## src/rtl/ifft_4point.sv

```systemverilog
// 4-point radix-2 inverse DFT with divide-by-4 scaling and saturation to WIDTH bits.
// Handshake: start is accepted in IDLE, and done pulses three edges after the accepting edge.
module ifft_4point #(
    parameter int WIDTH = 16
) (
    input  logic                    clk,
    input  logic                    rst_n,
    input  logic                    start,
    input  logic signed [WIDTH+1:0] X_real_0,
    input  logic signed [WIDTH+1:0] X_real_1,
    input  logic signed [WIDTH+1:0] X_real_2,
    input  logic signed [WIDTH+1:0] X_real_3,
    input  logic signed [WIDTH+1:0] X_imag_0,
    input  logic signed [WIDTH+1:0] X_imag_1,
    input  logic signed [WIDTH+1:0] X_imag_2,
    input  logic signed [WIDTH+1:0] X_imag_3,
    output logic signed [WIDTH-1:0] x_real_0,
    output logic signed [WIDTH-1:0] x_real_1,
    output logic signed [WIDTH-1:0] x_real_2,
    output logic signed [WIDTH-1:0] x_real_3,
    output logic signed [WIDTH-1:0] x_imag_0,
    output logic signed [WIDTH-1:0] x_imag_1,
    output logic signed [WIDTH-1:0] x_imag_2,
    output logic signed [WIDTH-1:0] x_imag_3,
    output logic                    done,
    output logic                    busy,
    output logic                    sat
);
    localparam int CW = WIDTH + 2;
    localparam int AW = WIDTH + 3;
    localparam int SW = WIDTH + 4;
    localparam logic signed [SW-1:0] S_MAX = {5'b00000, {(WIDTH-1){1'b1}}};
    localparam logic signed [SW-1:0] S_MIN = {5'b11111, {(WIDTH-1){1'b0}}};
    localparam logic [WIDTH-1:0] W_MAX = {1'b0, {(WIDTH-1){1'b1}}};
    localparam logic [WIDTH-1:0] W_MIN = {1'b1, {(WIDTH-1){1'b0}}};

    typedef enum logic [1:0] {ST_IDLE, ST_STAGE1, ST_STAGE2, ST_DONE} state_t;

    state_t                  state_q, state_d;
    logic                    done_q, done_d;
    logic                    sat_q, sat_d;
    logic                    cap_en, a_en, out_en;
    logic signed [CW-1:0]    in_re [4];
    logic signed [CW-1:0]    in_im [4];
    logic signed [CW-1:0]    cap_re_q [4];
    logic signed [CW-1:0]    cap_im_q [4];
    logic signed [AW-1:0]    a_re_q [4], a_re_d [4];
    logic signed [AW-1:0]    a_im_q [4], a_im_d [4];
    logic signed [SW-1:0]    s_re [4], s_im [4];
    logic signed [WIDTH-1:0] x_re_q [4], x_re_d [4];
    logic signed [WIDTH-1:0] x_im_q [4], x_im_d [4];
    logic [7:0]              clip_v;

    assign in_re[0] = X_real_0;
    assign in_re[1] = X_real_1;
    assign in_re[2] = X_real_2;
    assign in_re[3] = X_real_3;
    assign in_im[0] = X_imag_0;
    assign in_im[1] = X_imag_1;
    assign in_im[2] = X_imag_2;
    assign in_im[3] = X_imag_3;

    function automatic logic signed [AW-1:0] ext_c(input logic signed [CW-1:0] v);
        return {v[CW-1], v};
    endfunction

    function automatic logic signed [SW-1:0] ext_a(input logic signed [AW-1:0] v);
        return {v[AW-1], v};
    endfunction

    // Returns {clipped, value}: floor divide by 4, then clamp to the WIDTH-bit range.
    function automatic logic [WIDTH:0] scale_clip(input logic signed [SW-1:0] s);
        logic signed [SW-1:0] sh;
        sh = s >>> 2;
        if (sh > S_MAX) return {1'b1, W_MAX};
        if (sh < S_MIN) return {1'b1, W_MIN};
        return {1'b0, sh[WIDTH-1:0]};
    endfunction

    // NOTE: every variable gets a default before the case so no latch is inferred.
    always_comb begin
        state_d = state_q;
        done_d  = 1'b0;
        cap_en  = 1'b0;
        a_en    = 1'b0;
        out_en  = 1'b0;
        unique case (state_q)
            ST_IDLE: begin
                if (start) begin
                    cap_en  = 1'b1;
                    state_d = ST_STAGE1;
                end
            end
            ST_STAGE1: begin
                a_en    = 1'b1;
                state_d = ST_STAGE2;
            end
            ST_STAGE2: begin
                out_en  = 1'b1;
                state_d = ST_DONE;
            end
            ST_DONE: begin
                done_d  = 1'b1;
                state_d = ST_IDLE;
            end
            default: state_d = ST_IDLE;
        endcase
    end

    always_comb begin
        a_re_d[0] = ext_c(cap_re_q[0]) + ext_c(cap_re_q[2]);
        a_im_d[0] = ext_c(cap_im_q[0]) + ext_c(cap_im_q[2]);
        a_re_d[1] = ext_c(cap_re_q[1]) + ext_c(cap_re_q[3]);
        a_im_d[1] = ext_c(cap_im_q[1]) + ext_c(cap_im_q[3]);
        a_re_d[2] = ext_c(cap_re_q[0]) - ext_c(cap_re_q[2]);
        a_im_d[2] = ext_c(cap_im_q[0]) - ext_c(cap_im_q[2]);
        a_re_d[3] = ext_c(cap_re_q[1]) - ext_c(cap_re_q[3]);
        a_im_d[3] = ext_c(cap_im_q[1]) - ext_c(cap_im_q[3]);
    end

    // Odd bins rotate a3 by +j (bin 1) or -j (bin 3) before combining with a2.
    always_comb begin
        s_re[0] = ext_a(a_re_q[0]) + ext_a(a_re_q[1]);
        s_im[0] = ext_a(a_im_q[0]) + ext_a(a_im_q[1]);
        s_re[2] = ext_a(a_re_q[0]) - ext_a(a_re_q[1]);
        s_im[2] = ext_a(a_im_q[0]) - ext_a(a_im_q[1]);
        s_re[1] = ext_a(a_re_q[2]) - ext_a(a_im_q[3]);
        s_im[1] = ext_a(a_im_q[2]) + ext_a(a_re_q[3]);
        s_re[3] = ext_a(a_re_q[2]) + ext_a(a_im_q[3]);
        s_im[3] = ext_a(a_im_q[2]) - ext_a(a_re_q[3]);
        clip_v  = '0;
        for (int k = 0; k < 4; k++) begin
            {clip_v[k], x_re_d[k]}     = scale_clip(s_re[k]);
            {clip_v[k + 4], x_im_d[k]} = scale_clip(s_im[k]);
        end
        sat_d = |clip_v;
    end

    // NOTE: the small capture/stage arrays are reset too, so an abandoned
    // transform leaves no stale data behind.
    always_ff @(posedge clk or negedge rst_n) begin
        if (!rst_n) begin
            state_q <= ST_IDLE;
            done_q  <= 1'b0;
            sat_q   <= 1'b0;
            for (int k = 0; k < 4; k++) begin
                cap_re_q[k] <= '0;
                cap_im_q[k] <= '0;
                a_re_q[k]   <= '0;
                a_im_q[k]   <= '0;
                x_re_q[k]   <= '0;
                x_im_q[k]   <= '0;
            end
        end else begin
            state_q <= state_d;
            done_q  <= done_d;
            for (int k = 0; k < 4; k++) begin
                if (cap_en) begin
                    cap_re_q[k] <= in_re[k];
                    cap_im_q[k] <= in_im[k];
                end
                if (a_en) begin
                    a_re_q[k] <= a_re_d[k];
                    a_im_q[k] <= a_im_d[k];
                end
                if (out_en) begin
                    x_re_q[k] <= x_re_d[k];
                    x_im_q[k] <= x_im_d[k];
                end
            end
            if (out_en) sat_q <= sat_d;
        end
    end

    assign x_real_0 = x_re_q[0];
    assign x_real_1 = x_re_q[1];
    assign x_real_2 = x_re_q[2];
    assign x_real_3 = x_re_q[3];
    assign x_imag_0 = x_im_q[0];
    assign x_imag_1 = x_im_q[1];
    assign x_imag_2 = x_im_q[2];
    assign x_imag_3 = x_im_q[3];
    assign done     = done_q;
    assign sat      = sat_q;
    assign busy     = (state_q != ST_IDLE);

endmodule

```

## config.mk

```make
export PLATFORM = sky130hd
export DESIGN_NAME = ifft_4point
export DESIGN_NICKNAME = d
export VERILOG_FILES = /design/src/rtl/ifft_4point.sv
export SDC_FILE = /design/constraint.sdc
export NUM_CORES = 1
export LEC_CHECK = 0
export ABC_AREA = 1
export CAP_MARGIN = 20
export CORE_ASPECT_RATIO = 0.75
export CORE_UTILIZATION = 48
export DETAILED_ROUTE_END_ITERATION = 7
export GPL_TIMING_DRIVEN = 0
export HOLD_SLACK_MARGIN = 0.15
export PLACE_DENSITY = 0.71
export SETUP_SLACK_MARGIN = 0.15
export SKIP_LAST_GASP = 1
export SLEW_MARGIN = 20
export SYNTH_ARGS = -nofsm -noshare
export SYNTH_HDL_FRONTEND = slang
export SYNTH_SLANG_ARGS = --single-unit
```

## constraint.sdc

```tcl
create_clock -name clk -period 2.3 [get_ports clk]
set_input_delay 0.46 -clock clk [delete_from_list [all_inputs] [get_ports clk]]
set_output_delay 0.46 -clock clk [all_outputs]
set_load 0.01 [all_outputs]
```

==> reports/results.tsv <==
stage	metric	value	unit
die	Chip Width	297	um
placed_design	dpl cells	5427	
critical_path	Setup crit start kind	register	
die	Std-Cell Rows	80	
sta	Max-Slew Margin vs Limit	38.6	%
synth	area leader, netlist	dfrtp_1	
synth	Post-Syn Area	0.0313	mm^2
detailed_routing	via count of the routed design	35600	
synth	async set-reset flop share out of synthesis	100	%
detailed_routing	top sig layer	met5	
synth	cell count after synthesis	4285	
sta	Tmin final	2.78	ns
sta	number of setup violations in the final report	171	
cells_and_area	layout cell share with drive strength beyond 1	42.2	%
sta	RSZ-0062 raised after global routing	true	
global_routing	GR Overflow Total	0	
detailed_routing	DRT Pass-1 Iters	8	
cts	CTS Buffer Depth	3	
sta	max frequency	360	MHz
synth	area fraction of the dominant cell type after synthesis	33.9	%
sta	Slew Viols, Final	0	
sta	final hold viol count	0	
placed_design	GP Congestion	1.00	
synth	Post-Syn Area per Cell	7.31	um^2
critical_path	worst setup path category	register to register	
detailed_routing	DR iter-0 viols	4495	
cts	clk_lat worst skew	0.64	ns
sta	Period Utilization, post-route	121	%
sta	worst clock skew	0.0294	ns
critical_path	CP Capture Type	register	
detailed_routing	wire length on met3	17200	um
global_routing	GRT Total Usage	36.8	%
die	Core ar.	0.0641	mm^2
synth	sequential fraction of the synthesis area	33.9	%
global_routing	initial antenna violation count	5	
cells_and_area	Final nets	5550	
detailed_routing	routed wl met2	55500	um
critical_path	Critical Path RT	2.78	ns
cells_and_area	Post-Layout Cell Count	6004	
global_routing	largest net degree at the start of global routing	92	
synth	Synth Flop Type	dfrtp_1	
cts	CTS Buf Count	46	
cts	clk sink count	424	
placed_design	DP HPWL	90300	um
sta	Final WS setup	-0.478	ns
detailed_routing	post-route ant nets	0	
detailed_routing	WL met1	58900	um
flow_run	max_cap viols	0	
synth	#FFs+latches synth	424	
global_routing	number of global-route vias before repair	31400	
synth	EDFF count, synth	0	
synth	count leader, synth	nand2_1	
critical_path	critical path data arrival time	3.26	ns
sta	Least-Margin Pin Slew	0.921	ns
die	Initial Util	48.9	%
die	IO Count	278	
detailed_routing	routed wire length	138000	um
synth	Mapped Nets	4733	
synth	YS warnings	0	
outcome	violated checks	design-rule violations, negative setup slack	
synth	Synth top cells by count	917 x nand2_1, 507 x inv_1, 497 x nor2_1	
cells_and_area	Area Growth Syn to Fin	55.3	%
min_path	worst min-delay path class	input pin to async pin	
cts	Root Driver	clkbuf_16	
detailed_routing	DRC	1	
die	Die Footprint	0.0663	mm^2
global_routing	global-route wire length before repair	189000	um
placed_design	Port Buffer Count	277	
critical_path	maximum fanout along the worst path	3	
cts	Clock transition at path regs	0.06	ns
cts	CTS tree	yes	
synth	Netlist cell types	44	
outcome	outcome	finished with violations	
cts	CTS H-Tree Depth	2	
detailed_routing	WL/cell	22.9	um
synth	synth top area cells	dfrtp_1 34%, ha_1 12%, nand2_1 11%	
die	Die Y	223	um
detailed_routing	DR vias/cell	5.92	
cells_and_area	fill cell count	4204	
## cell families after synthesis
family	after synthesis	share of synthesized area (%)
multiplexers	68	2.44
XOR/XNOR	189	5.28
adder cells (fa/ha/maj)	301	12.2
AND/OR/NAND/NOR	1719	22.1
buffers and inverters	688	8.65
AO/OA/AOI/OAI	896	15.4
flip-flops	424	33.9
## what timing repair did
item	4_1_cts	5_1_grt
endpoints found under the setup margin	416	382
gates resized for setup	1130	1114
setup buffers	316	156
gates cloned	15	2
endpoints found under the hold margin	67	0
hold buffers	1	0
pin swaps	342	394
## worst max-delay path: stages, from the launching register on
cell and delay (ns):
dfrtp_2 0.47, ha_4 0.20, fa_2 0.35, inv_2 0.06, nand2_2 0.07, nand2_2 0.11
o21ai_4 0.08, o21ai_2 0.22, nand3_2 0.15, o21bai_4 0.16, nand3_2 0.13, o21ai_2 0.22
xor2_2 0.29, o21ai_1 0.10
## final timing paths
path | from | to | slack (ns) | cells after the start
max | cap_re_q[0]$_DFFE_PN0P_ | a_re_q[14]$_DFFE_PN0N_ | -0.48 | 13
min | rst_n | cap_re_q[23]$_DFFE_PN0P_ | 0.37 | 2
max reg2reg | cap_re_q[0]$_DFFE_PN0P_ | a_re_q[14]$_DFFE_PN0N_ | -0.48 | 13
min reg2reg | x_real_1[15]$_DFFE_PN0P_ | x_real_1[15]$_DFFE_PN0P_ | 0.50 | 2
max in group asynchronous | rst_n | x_imag_0[8]$_DFFE_PN0P_ | 0.54 | 4
min in group clk | X_imag_2[12] | cap_im_q[30]$_DFFE_PN0P_ | 0.41 | 3
## layout make-up
class                           count  area, um^2  share of cell area (%)
Clock inverter                     23         345                   0.710
Buffer                            177        1610                    3.31
Inverter                          511        2050                    4.21
Timing Repair Buffer              769        7000                    14.4
Antenna cell                        5        12.5                  0.0257
Tap cell                          861        1080                    2.21
Sequential cell                   424       10700                    21.9
Multi-Input combinational cell   3173       24600                    50.6
Clock buffer                       61        1290                    2.65
## layout by cell type, fill, tap and decap left out, types with 92 or more instances in the layout
| master | count |
|---|---|
| buf_4 | 388 |
| nand2_1 | 591 |
| a21oi_2 | 224 |
| nor2_1 | 370 |
| xor2_1 | 126 |
| a21oi_1 | 192 |
| clkdlybuf4s50_1 | 275 |
| inv_2 | 133 |
| ha_1 | 191 |
| nand2_2 | 240 |
| nand2_4 | 92 |
| nand3_1 | 93 |
| o21ai_0 | 144 |
| inv_1 | 340 |
| buf_6 | 135 |
| dfrtp_1 | 371 |
## metal layers
metal  GRT usage, %  up-vias
li1               -    15500
met1           56.7    17100
met2           49.1     2424
met3           10.2      544
met4           10.5        4
met5              0        -
## sequential cells by signal, summed over array words and instances, names as in the netlist, 72 cells and up
register	flops
a_re_q	74
cap_im_q	72
cap_re_q	72
a_im_q	74
## per-stage QoR
stage	hold WS, ns	utilization, %	setup slack (ns)	area (um^2)	TNS [ns]
after floorplan	0.164	-	-0.00651	31500	-0.00651
after global placement	0.472	55.2	-18.01	35400	-7815.85
after detailed placement	0.447	55.4	-1.37	35500	-206.98
after CTS	0.381	67.9	-0.261	43500	-8.31
after global routing	0.425	75.9	-0.511	48600	-36.61
final	0.370	76.0	-0.478	48700	-27.08
Power is left out: the tool's default activity adds up to more than one toggle a clock period on the data nets, which glitch-free logic cannot reach.
